### config.mk
export PLATFORM = sky130hd
export DESIGN_NAME = led_frame_sched
export DESIGN_NICKNAME = d
export VERILOG_FILES = /design/src/rtl/led_frame_sched.sv
export SDC_FILE = /design/constraint.sdc
export NUM_CORES = 1
export LEC_CHECK = 0
export ABC_AREA = 1
export CAP_MARGIN = 10
export CORE_MARGIN = 3
export CORE_UTILIZATION = 40
export DETAILED_ROUTE_END_ITERATION = 16
export PLACE_DENSITY = 0.68
export SLEW_MARGIN = 20
export SYNTH_ARGS = -nofsm -noshare
export SYNTH_HDL_FRONTEND = slang
export SYNTH_SLANG_ARGS = --single-unit
### constraint.sdc
create_clock -name clk -period 22.5 [get_ports clk]
set_input_delay 4.5 -clock clk [delete_from_list [all_inputs] [get_ports clk]]
set_output_delay 4.5 -clock clk [all_outputs]
set_load 0.005 [all_outputs]
### src/rtl/led_frame_sched.sv
// Frame scheduler: pops one byte per LED zone from the FIFO into a shadow frame,
// then commits the complete frame to the driver bus only between driver scans.
module led_frame_sched #(
   parameter int N_LED   = 40,
   parameter int DW      = 8,
   parameter int TIMEOUT = 1024,
   parameter int CNT_W   = 16
) (
   input  logic                             clk,
   input  logic                             rst,
   input  logic                             fifo_empty,
   input  logic [DW-1:0]                    fifo_dout,
   output logic                             fifo_rd_en,
   input  logic                             drv_busy,
   output logic [N_LED*DW-1:0]              frame_data,
   output logic                             frame_upd,
   output logic                             frame_abort,
   output logic [$clog2(N_LED)-1:0]         led_idx,
   output logic [CNT_W-1:0]                 frame_cnt
);
   // state | meaning
   // FILL  | waiting for a byte; counts underrun idle cycles mid-frame
   // RD    | pop strobe out to the FIFO
   // CAP   | FIFO data valid, captured into shadow zone led_idx
   // WAIT  | shadow frame complete, held until the driver is between scans
   localparam int IW = $clog2(N_LED);
   localparam int TW = $clog2(TIMEOUT);

   typedef enum logic [1:0] {FILL, RD, CAP, WAIT} state_t;

   state_t               state, state_nx;
   logic [IW-1:0]        idx_nx;
   logic [TW-1:0]        tmo, tmo_nx;
   logic [N_LED*DW-1:0]  shadow;
   logic                 cap, commit, abort_nx;

   always_comb begin
      state_nx = state;
      idx_nx   = led_idx;
      tmo_nx   = tmo;
      abort_nx = 1'b0;
      commit   = 1'b0;
      cap      = 1'b0;
      case (state)
         FILL: begin
            if (!fifo_empty) begin
               state_nx = RD;
            end else if (led_idx != '0) begin
               if (tmo == TW'(TIMEOUT - 1)) begin
                  abort_nx = 1'b1;
                  idx_nx   = '0;
                  tmo_nx   = '0;
               end else begin
                  tmo_nx = tmo + 1'b1;
               end
            end else begin
               tmo_nx = '0;
            end
         end
         RD: begin
            tmo_nx   = '0;
            state_nx = CAP;
         end
         CAP: begin
            cap = 1'b1;
            if (led_idx == IW'(N_LED - 1)) begin
               idx_nx   = '0;
               state_nx = WAIT;
            end else begin
               idx_nx   = led_idx + 1'b1;
               state_nx = FILL;
            end
         end
         WAIT: begin
            if (!drv_busy) begin
               commit   = 1'b1;
               state_nx = FILL;
            end
         end
         default: state_nx = FILL;
      endcase
   end

   always_ff @(posedge clk or posedge rst) begin
      if (rst) begin
         state       <= FILL;
         led_idx     <= '0;
         tmo         <= '0;
         shadow      <= '0;
         fifo_rd_en  <= 1'b0;
         frame_data  <= '0;
         frame_upd   <= 1'b0;
         frame_abort <= 1'b0;
         frame_cnt   <= '0;
      end else begin
         state       <= state_nx;
         led_idx     <= idx_nx;
         tmo         <= tmo_nx;
         // Strobe is registered from the next state so it is high exactly during RD.
         fifo_rd_en  <= (state_nx == RD);
         frame_upd   <= commit;
         frame_abort <= abort_nx;
         for (int k = 0; k < N_LED; k++) begin
            if (cap && led_idx == IW'(k)) shadow[k*DW +: DW] <= fifo_dout;
         end
         if (commit) begin
            frame_data <= shadow;
            frame_cnt  <= frame_cnt + 1'b1;
         end
      end
   end

endmodule

==> results_dict.tcl <==
set metrics [dict create \
    status "completed" \
    hold_path_class "reg -> reg" \
    synth_ff_type "dfrtp_1" \
    diodes 0 \
    path_clk_slew_ns 0.06 \
    grt_max_degree 182 \
    setup_viol 0 \
    register_area_sq_um 16900 \
    setup-tns-final_ns 0 \
    hold_ws_ns 0.462 \
    final.setup_skew_ns 0.0189 \
    antenna_found_initial 0 \
    syn_to_final_growth_pct 25.7 \
    cts_setup_buffers 0 \
    rsz0062_at_grt "no" \
    ctsResizeCount 0 \
    final.period_utilization 0.324 \
    synth_cells 2727 \
    synth_top_area_frac 0.664 \
    cp_data_arrival_time_ns 7.91 \
    syn_area_sq_um 25500 \
    grt_pass1_wl_mm 108 \
    max_slew_margin 0.249 \
    crit_required_ns 23.13 \
    cts_root_buf "clkbuf_16" \
    cp-end-kind "async pin" \
    critPathLaunchType "input port" \
    p_leak_nw 16.0 \
    netlist_top_cells_area "dfrtp_1 (66%), nand2_1 (21%), o21ai_0 (4.9%)" \
    synthTopCellsByCount "nand2_1 (1406), dfrtp_1 (677), o21ai_0 (250)" \
    numCtsBuffers 72 \
    dieArea_sq_um 66800 \
    cts_tree "built" \
    dpl_worst_slack_ns 14.15 \
    synth_area_per_cell_sq_um 9.35 \
    worstSkewPairLatency_ns 0.60 \
    ys_seq_area_frac 0.664 \
    die_x_um 259 \
    syn-num-nets 2745 \
    max_clock_freq_mhz 137 \
    synth_edf_count 0 \
    coreArea_sq_um 62400 \
    drive_gt1_frac 0.0529 \
    cts_sinks 677 \
    power.density_nw_per_um2 143 \
    ant_nets 0 \
    crit_fanout 160 \
    grt_usage 0.208 \
    drv_cap 0 \
    overflow 0 \
    htree_levels 3 \
    synth-seq-cells 677 \
    yosys.area.top_type "dfrtp_1" \
    worstSetupPathType "in -> async" \
    ios 357 \
    nFillCells 5782 \
    port_buffers 356 \
    dp_hpwl_mm 41.3 \
    clk_path_buf_depth 3 \
    drt-pass1-iter-count 5 \
    ys_warn_count 0 \
    fin_nets 3047 \
    worstMarginPinSlew_ns 1.13 \
    finalMaxSlewViolations 0 \
    ys_types 29 \
    initial_core_util 0.409 \
    async_reset_ff_frac 1.00 \
    fp.dieH_um 259 \
    period_minus_slack_ns 7.28 \
    peakVddDrop_v 0.0000850 \
    multi_input_area_sq_um 7660 \
    drt_iter0_markers 1573 \
    wire_per_inst_um 17.6 \
    gp_congestion 0.840 \
    grt_pass1_vias 18152 \
    drc_errors 0 \
    postLayoutSetupSlackWorst_ns 15.22 \
    hold_buffers 0 \
    yosysMostFrequentCell "nand2_1" \
    via_per_inst 4.80 \
    vias 18818 \
    hold_viol 0 \
    num_rows 91 \
    wl_mm 68.9 \
]
worst paths after layout:
check                                start  slack, ns               to  cells after the start
worst max-delay path                   rst      15.22      shadow[101]                      5
worst min register to register  shadow[22]       0.46   frame_data[22]                      2
max in group clk                  drv_busy      15.66  frame_data[170]                      6
min in group asynchronous              rst       4.44      shadow[183]                      2
worst max register to register    state[0]      19.48  frame_data[170]                      6
worst min-delay path            shadow[22]       0.46   frame_data[22]                      2
layout make-up:
cell class	instances	share of cell area
well taps	837	0.0327
multi-input cells	1849	0.239
clock buffers	105	0.0668
clock inverters	22	0.00972
flip-flops and latches	677	0.528
repair buffers	375	0.117
inverters	54	0.00667
report_power, final:
| part | internal [mW] | switching, mW | leakage, nW |
|---|---|---|---|
| Combinational | 0.726 | 0.576 | 7.45 |
| Clock | 0.741 | 0.478 | 1.21 |
| Sequential | 1.73 | 0.353 | 7.37 |
state kept, by name (all words and copies together) (netlist names):
register / cells
fifo_rd_en: 1
frame_abort: 1
frame_cnt: 16
frame_data: 320
frame_upd: 1
led_idx: 6
shadow: 320
state: 2
tmo: 10
per-layer routing:
layer  track usage  up-vias  routed length (um)
li1              -     9124                   -
met1         0.293     9154               31100
met2         0.338      460               33000
met3        0.0345       80                3550
met4        0.0537        0                1270
met5             0        -                   0
critical path, stage by stage:
cell,delay (ns)
clkdlybuf4s50_1,0.44
clkinvlp_4,0.59
buf_12,0.63
buf_4,0.80
buf_6,0.68
cells by family (layout without fill, tap and decap cells):
group	after synthesis	in the layout	synth area share
buf+inv	201	556	0.0358
compound gates	340	340	0.0678
simple gates	1494	1494	0.226
flops	677	677	0.664
fa+ha+maj	6	6	0.00294
xor+xnor	9	9	0.00309
stage by stage:
step | cell area, sq um | total power [mW] | instances | utilization
finish | 32100 | 4.60 | 3919 | 0.514
floorplan | 25500 | 2.54 | 2727 | -
detailed placement | 29600 | 3.41 | 3792 | 0.474
CTS | 32100 | 4.66 | 3919 | 0.514
global route | 32100 | 4.91 | 3919 | 0.514
global placement | 29600 | 3.38 | 3792 | 0.474
cell usage in the layout, fill, tap and decap left out, drive strengths merged, types with 3 or more instances in the layout:
| cell | instances |
|---|---|
| nand4 | 3 |
| nand3b | 3 |
| xnor2 | 4 |
| nor3 | 5 |
| xor2 | 5 |
| clkdlybuf4s50 | 356 |
| bufinv | 7 |
| nor2 | 51 |
| dfrtp | 677 |
| a21oi | 7 |
| clkbuf | 105 |
| buf | 19 |
| clkinv | 13 |
| ha | 6 |
| nand3 | 15 |
| o21ai | 330 |
| nand2 | 1416 |
| inv | 55 |
No activity file was read; power rests on OpenSTA's default activity.
